$ cat config.mk
export PLATFORM = sky130hd
export DESIGN_NAME = eth_mdio_master_flat
export DESIGN_NICKNAME = d
export VERILOG_FILES = /design/src/rtl/eth_mdio_master_if.sv /design/src/rtl/eth_mdio_master.sv /design/src/flat_wrapper.sv
export SDC_FILE = /design/constraint.sdc
export NUM_CORES = 1
export LEC_CHECK = 0
export ABC_AREA = 1
export BUFFER_PORTS_ARGS = -buffer_cell sky130_fd_sc_hd__buf_2
export CORE_ASPECT_RATIO = 0.8
export CORE_MARGIN = 5
export CORE_UTILIZATION = 45
export CTS_BUF_LIST = sky130_fd_sc_hd__clkbuf_2
export CTS_CLUSTER_DIAMETER = 200
export CTS_CLUSTER_SIZE = 20
export DETAILED_ROUTE_END_ITERATION = 10
export MAX_ROUTING_LAYER = met4
export PLACE_DENSITY = 0.7
export SYNTH_ARGS = -nofsm -noshare
export SYNTH_HDL_FRONTEND = slang
export SYNTH_SLANG_ARGS = --single-unit
$ cat constraint.sdc
create_clock -name Clk -period 2.4 [get_ports Clk]
set_input_delay 0.24 -clock Clk [delete_from_list [all_inputs] [get_ports Clk]]
set_output_delay 0.24 -clock Clk [all_outputs]
set_load 0.01 [all_outputs]
$ cat src/rtl/eth_mdio_master_if.sv
// rtl/eth_mdio_master_if.sv - request/response bus between eth_regs and the MDIO master
interface eth_mdio_master_if;
    logic        Start;
    logic        C45;
    logic [1:0]  Op;
    logic [4:0]  Phy_Addr;
    logic [4:0]  Reg_Addr;
    logic [15:0] Wr_Data;
    logic        Busy;
    logic        Done;
    logic        Rd_Valid;
    logic [15:0] Rd_Data;
    logic        Ta_Err;

    modport master (
        output Start, C45, Op, Phy_Addr, Reg_Addr, Wr_Data,
        input  Busy, Done, Rd_Valid, Rd_Data, Ta_Err
    );

    modport slave (
        input  Start, C45, Op, Phy_Addr, Reg_Addr, Wr_Data,
        output Busy, Done, Rd_Valid, Rd_Data, Ta_Err
    );
endinterface

$ cat src/rtl/eth_mdio_master.sv
// rtl/eth_mdio_master.sv - MDIO management master serialising Clause 22/45 frames
module eth_mdio_master #(
    parameter int CLK_DIV      = 10,
    parameter int PREAMBLE_LEN = 32
) (
    input  logic             Clk,
    input  logic             Rst,
    eth_mdio_master_if.slave Bus,
    output logic             MDC,
    output logic             MDIO_O,
    output logic             MDIO_OE,
    input  logic             MDIO_I
);
    localparam int PW = $clog2(2 * CLK_DIV);
    localparam logic [PW-1:0] PH_LAST     = PW'(2 * CLK_DIV - 1);
    localparam logic [PW-1:0] PH_PRE_RISE = PW'(CLK_DIV - 1);
    localparam logic [PW-1:0] PH_RISE     = PW'(CLK_DIV);
    localparam logic [4:0]    PRE_LAST    = (PREAMBLE_LEN > 0) ? 5'(PREAMBLE_LEN - 1) : 5'd0;

    typedef enum logic [3:0] {IDLE, PRE, ST, OP, PA, RA, TA, DATA, END} state_t;
    localparam state_t FIRST = (PREAMBLE_LEN > 0) ? PRE : ST;

    state_t          state, nextState;
    logic [PW-1:0]   phase;
    logic [4:0]      bitCnt;
    logic [4:0]      lastIdx;
    logic [31:0]     frame;     // ST..DATA, MSB is the bit on the wire
    logic [15:0]     rdShift;
    logic            isRead;
    logic            taSample;
    logic            mdcReg;
    logic            bitEnd;
    logic            lastBit;
    logic            inFrame;

    assign bitEnd  = (phase == PH_LAST);
    assign lastBit = bitEnd && (bitCnt == lastIdx);
    assign inFrame = (state != IDLE) && (state != END);
    assign MDC     = mdcReg;

    // Index of the final bit of the field currently being sent
    always_comb begin
        lastIdx = 5'd0;
        case (state)
            PRE:        lastIdx = PRE_LAST;
            ST, OP, TA: lastIdx = 5'd1;
            PA, RA:     lastIdx = 5'd4;
            DATA:       lastIdx = 5'd15;
            default:    lastIdx = 5'd0;
        endcase
    end

    // State register
    always_ff @(posedge Clk) begin
        if (Rst) state <= IDLE;
        else     state <= nextState;
    end

    // Field sequencing: advance after the last bit of each field
    always_comb begin
        nextState = state;
        case (state)
            IDLE:    if (Bus.Start) nextState = FIRST;
            PRE:     if (lastBit) nextState = ST;
            ST:      if (lastBit) nextState = OP;
            OP:      if (lastBit) nextState = PA;
            PA:      if (lastBit) nextState = RA;
            RA:      if (lastBit) nextState = TA;
            TA:      if (lastBit) nextState = DATA;
            DATA:    if (lastBit) nextState = END;
            END:     nextState = IDLE;
            default: nextState = IDLE;
        endcase
    end

    // Pin and status decode; reads release MDIO from the turnaround onwards
    always_comb begin
        MDIO_OE      = 1'b0;
        case (state)
            PRE, ST, OP, PA, RA: MDIO_OE = 1'b1;
            TA, DATA:            MDIO_OE = !isRead;
            default:             MDIO_OE = 1'b0;
        endcase
        MDIO_O       = MDIO_OE && ((state == PRE) || frame[31]);
        Bus.Busy     = (state != IDLE);
        Bus.Done     = (state == END);
        Bus.Rd_Valid = (state == END) && isRead;
    end

    // Bit timing, frame shifter, MDIO_I capture and result registers
    always_ff @(posedge Clk) begin
        if (Rst) begin
            phase       <= '0;
            bitCnt      <= 5'd0;
            frame       <= 32'd0;
            rdShift     <= 16'd0;
            isRead      <= 1'b0;
            taSample    <= 1'b0;
            mdcReg      <= 1'b0;
            Bus.Rd_Data <= 16'd0;
            Bus.Ta_Err  <= 1'b0;
        end else if (state == IDLE) begin
            if (Bus.Start) begin
                phase    <= '0;
                bitCnt   <= 5'd0;
                mdcReg   <= 1'b0;
                taSample <= 1'b0;
                isRead   <= Bus.Op[1];
                frame    <= {1'b0, !Bus.C45, Bus.Op, Bus.Phy_Addr, Bus.Reg_Addr,
                             Bus.Op[1] ? 2'b00 : 2'b10,
                             Bus.Op[1] ? 16'h0000 : Bus.Wr_Data};
            end
        end else if (inFrame) begin
            if (bitEnd) begin
                phase  <= '0;
                mdcReg <= 1'b0;
                bitCnt <= lastBit ? 5'd0 : bitCnt + 5'd1;
                if (state != PRE) frame <= {frame[30:0], 1'b0};
            end else begin
                phase <= phase + PW'(1);
                if (phase == PH_PRE_RISE) mdcReg <= 1'b1;
            end
            // MDIO_I is taken during the first Clk cycle with MDC high
            if (phase == PH_RISE) begin
                if (state == TA && bitCnt == 5'd1) taSample <= MDIO_I;
                if (state == DATA) rdShift <= {rdShift[14:0], MDIO_I};
            end
            if (state == DATA && lastBit) begin
                if (isRead) Bus.Rd_Data <= rdShift;
                Bus.Ta_Err <= isRead && taSample;
            end
        end
    end
endmodule
$ cat src/flat_wrapper.sv
// flat-port wrapper written by rule: the top's interface ports become plain ports
module eth_mdio_master_flat 
#(
    parameter int CLK_DIV      = 10,
    parameter int PREAMBLE_LEN = 32
)
  (Clk, Rst, MDC, MDIO_O, MDIO_OE, MDIO_I, Bus_Start, Bus_C45, Bus_Op, Bus_Phy_Addr, Bus_Reg_Addr, Bus_Wr_Data, Bus_Busy, Bus_Done, Bus_Rd_Valid, Bus_Rd_Data, Bus_Ta_Err);
  eth_mdio_master_if Bus_i ();
  input  logic Clk;
  input  logic Rst;
  output logic MDC;
  output logic MDIO_O;
  output logic MDIO_OE;
  input  logic MDIO_I;
  input wire logic [$bits(Bus_i.Start)-1:0] Bus_Start;
  input wire logic [$bits(Bus_i.C45)-1:0] Bus_C45;
  input wire logic [$bits(Bus_i.Op)-1:0] Bus_Op;
  input wire logic [$bits(Bus_i.Phy_Addr)-1:0] Bus_Phy_Addr;
  input wire logic [$bits(Bus_i.Reg_Addr)-1:0] Bus_Reg_Addr;
  input wire logic [$bits(Bus_i.Wr_Data)-1:0] Bus_Wr_Data;
  output wire logic [$bits(Bus_i.Busy)-1:0] Bus_Busy;
  output wire logic [$bits(Bus_i.Done)-1:0] Bus_Done;
  output wire logic [$bits(Bus_i.Rd_Valid)-1:0] Bus_Rd_Valid;
  output wire logic [$bits(Bus_i.Rd_Data)-1:0] Bus_Rd_Data;
  output wire logic [$bits(Bus_i.Ta_Err)-1:0] Bus_Ta_Err;
  assign Bus_i.Start = Bus_Start;
  assign Bus_i.C45 = Bus_C45;
  assign Bus_i.Op = Bus_Op;
  assign Bus_i.Phy_Addr = Bus_Phy_Addr;
  assign Bus_i.Reg_Addr = Bus_Reg_Addr;
  assign Bus_i.Wr_Data = Bus_Wr_Data;
  assign Bus_Busy = Bus_i.Busy;
  assign Bus_Done = Bus_i.Done;
  assign Bus_Rd_Valid = Bus_i.Rd_Valid;
  assign Bus_Rd_Data = Bus_i.Rd_Data;
  assign Bus_Ta_Err = Bus_i.Ta_Err;
  eth_mdio_master #(.CLK_DIV(CLK_DIV), .PREAMBLE_LEN(PREAMBLE_LEN)) u_core (.Clk(Clk), .Rst(Rst), .Bus(Bus_i), .MDC(MDC), .MDIO_O(MDIO_O), .MDIO_OE(MDIO_OE), .MDIO_I(MDIO_I));
endmodule
==> flow_summary.json <==
{
  "status": "completed",
  "power.total_mw": 4.38,
  "final_util": 0.549,
  "dpl.hpwl_um": 5760,
  "hold_viol_final": 0,
  "min_path_type": "in -> reg",
  "stdcell_count": 729,
  "coreArea_um2": 8410,
  "rsz0062_at_grt": "no",
  "required_ns": 2.16,
  "area.sequential_um2": 1640,
  "r2r-end": "u_core.frame[20]$_SDFFE_PP0P_",
  "synth_top_area_frac": 0.426,
  "drt-total-wl_um": 8560,
  "slew_viol_final": 0,
  "synth-main-ff-cell": "dfxtp_1",
  "area_growth_pct": 19.9,
  "die_area_um2": 10500,
  "synth_common_cells": "nand2_1, dfxtp_1, inv_1",
  "synth_seq_cells": 82,
  "synth_edf_count": 0,
  "dp_cells": 685,
  "ys_async_sr_fraction": 0,
  "worstSetupPathDepth": 5,
  "power.leakage_nw": 1.98,
  "multi_input_area_um2": 1760,
  "via_count": 3593,
  "path_common_cell": "buf_4",
  "hold_end": "u_core.frame[16]$_SDFFE_PP0P_",
  "grt_max_degree": 40,
  "slew_headroom": 0.731,
  "fp-row-count": 30,
  "grt_overflow_total": 0,
  "final_layout_size_suffix_gt1_frac": 0.188,
  "worst_hold_path.num_cells": 2,
  "grt_pass1_wl_um": 15100,
  "n_fill_cell": 808,
  "cts_tree": "built",
  "gp_congestion": 0.950,
  "critPathKind": "reg -> out",
  "worstHoldStart": "Rst",
  "peakVddDrop_mv": 0.526,
  "viasPerCell": 4.93,
  "cts_max_path_buffers": 2,
  "root_buffer": "clkbuf_2",
  "path_cells": "nor2_2 > nand2_1 > buf_4 > buf_4 > buf_2",
  "clkTransAtPathRegs_ns": 0.21,
  "track_usage": 0.178,
  "yosysMostFrequentCell": "nand2_1",
  "crit_fanout": 24,
  "worstPathArrival_ns": 1.99,
  "cpLargestDelayFamily": "buffers and inverters",
  "insertion_delay_ns": 0.51,
  "diodes": 0,
  "io_pins": 56,
  "rr_startpoint": "u_core.phase[1]$_SDFFE_PP0P_",
  "antenna_found_initial": 0,
  "final.min_clock_period_ns": 2.23,
  "synthCells": 533,
  "ff2ff_path_depth": 10,
  "min_period_over_period": 0.927,
  "cts.repair.resized": 0,
  "cts_num_sinks": 82,
  "synth_area_leaders": "dfxtp_1, nand2_1, inv_1, o21ai_0, a31oi_1",
  "critPathCaptureType": "output port",
  "cts_hold_buffers": 29,
  "wl_per_cell_um": 11.7,
  "cts_buffers": 9,
  "drt-initial-drc-count": 165,
  "max_freq_mhz": 449,
  "post_cts_buffers": 0,
  "drt_pass1_iterations": 4,
  "nNetsFinal": 651,
  "synth_area_um2": 3850,
  "crit_path_top_delay_cell": "dfxtp_1",
  "tns_ns": 0,
  "final_antenna_net_count": 0,
  "start_util": 0.458,
  "fp.dieH_um": 92.7,
  "p_per_area_nw_per_um2": 950,
  "crit_start": "u_core.state[2]$_SDFFE_PP0P_",
  "start_kind": "register",
  "drc_errors": 0,
  "syn_avg_cell_area_um2": 7.22,
  "port_buffers": 55,
  "dieWidth_um": 113,
  "cts.htree.levels": 3,
  "yosysSeqAreaShare": 0.426,
  "yosys_warnings": 0,
  "worst-path-buf-inv": 3,
  "worstMarginPinSlew_ns": 0.401,
  "fin_hold_ws_ns": 0.0636,
  "reg2reg_slack_ns": 0.36,
  "cpPeakStageDelay_ns": 0.56,
  "worst_clock_skew_ns": 0.0169,
  "setup_violations": 0,
  "ys_types": 34,
  "syn_nets": 571,
  "yosys.area.top_type": "dfxtp_1",
  "grt_pass1_vias": 3341,
  "drv_cap": 0
}
==> cell usage in the layout, fill, tap and decap left out, types with 2 or more instances in the layout <==
cell           synthesis  final
nand2_1              115    115
dfxtp_1               82     82
inv_1                 73     73
buf_2                  4     55
o21ai_0               53     53
a21oi_1               29     29
dlygate4sd3_1          0     29
nor2_1                28     28
a31oi_1               28     28
nand3_1               19     19
nand4_1               19     19
nand2_2               17     17
buf_4                  6     13
clkbuf_2               0      9
inv_2                  7      7
ha_1                   5      5
nor3_1                 4      4
xor2_1                 4      4
nor2_2                 3      3
nor2_4                 3      3
nand3b_1               3      3
clkinv_1               1      3
o211ai_1               2      2
==> cell families (layout without fill, tap and decap cells) <==
group | after synthesis | in the layout | share of synthesized area
simple gates | 216 | 216 | 0.266
compound gates | 117 | 117 | 0.167
buf+inv | 109 | 193 | 0.115
flops | 82 | 82 | 0.426
fa+ha+maj | 5 | 5 | 0.0162
xor+xnor | 4 | 4 | 0.00910
==> cell type report <==
| cell class | count | share of cell area |
|---|---|---|
| multi-input combinational | 342 | 0.382 |
| sequential | 82 | 0.356 |
| timing repair buffer | 97 | 0.144 |
| inverter | 81 | 0.0659 |
| tap | 112 | 0.0304 |
| clock inverter | 6 | 0.0127 |
| clock buffer | 9 | 0.00976 |
==> metal layers <==
metal	vias to the layer above	GRT usage	part of all wire
met3	12	0.0477	0.064
met1	1585	0.233	0.48
li1	1888	-	-
met4	0	0.0521	0.012
met2	108	0.270	0.45
met5	-	-	0
==> through the flow <==
stage | setup slack, ns | area (um2)
after floorplan | 0.655 | 3850
after global placement | 0.449 | 4220
after detailed placement | 0.398 | 4220
after CTS | 0.149 | 4620
after global routing | 0.00924 | 4620
final | 0.175 | 4620
==> where the power goes <==
group / switching, mW / internal, mW
Clock: 0.469 / 0.228
Sequential: 0.182 / 1.67
Combinational: 1.22 / 0.612
==> sequential cells by signal, indices dropped and copies added (netlist names) <==
register	cells
u_core.Bus.Rd_Data	16
u_core.Bus.Ta_Err	1
u_core.MDC	1
u_core.bitCnt	5
u_core.frame	32
u_core.isRead	1
u_core.phase	5
u_core.rdShift	16
u_core.state	4
u_core.taSample	1
==> how the worst max path moves through the flow <==
| stage | slack (ns) | end |
|---|---|---|
| after floorplan | 0.65 | u_core.Bus.Rd_Data[15]$_SDFFE_PP0P_ |
| after global placement | 0.45 | u_core.Bus.Rd_Data[11]$_SDFFE_PP0P_ |
| after detailed placement | 0.40 | u_core.Bus.Rd_Data[2]$_SDFFE_PP0P_ |
| after CTS | 0.15 | Bus_Busy |
| after global routing | 0.009 | Bus_Busy |
| final | 0.17 | Bus_Busy |
No activity file was read; power rests on OpenSTA's default activity.
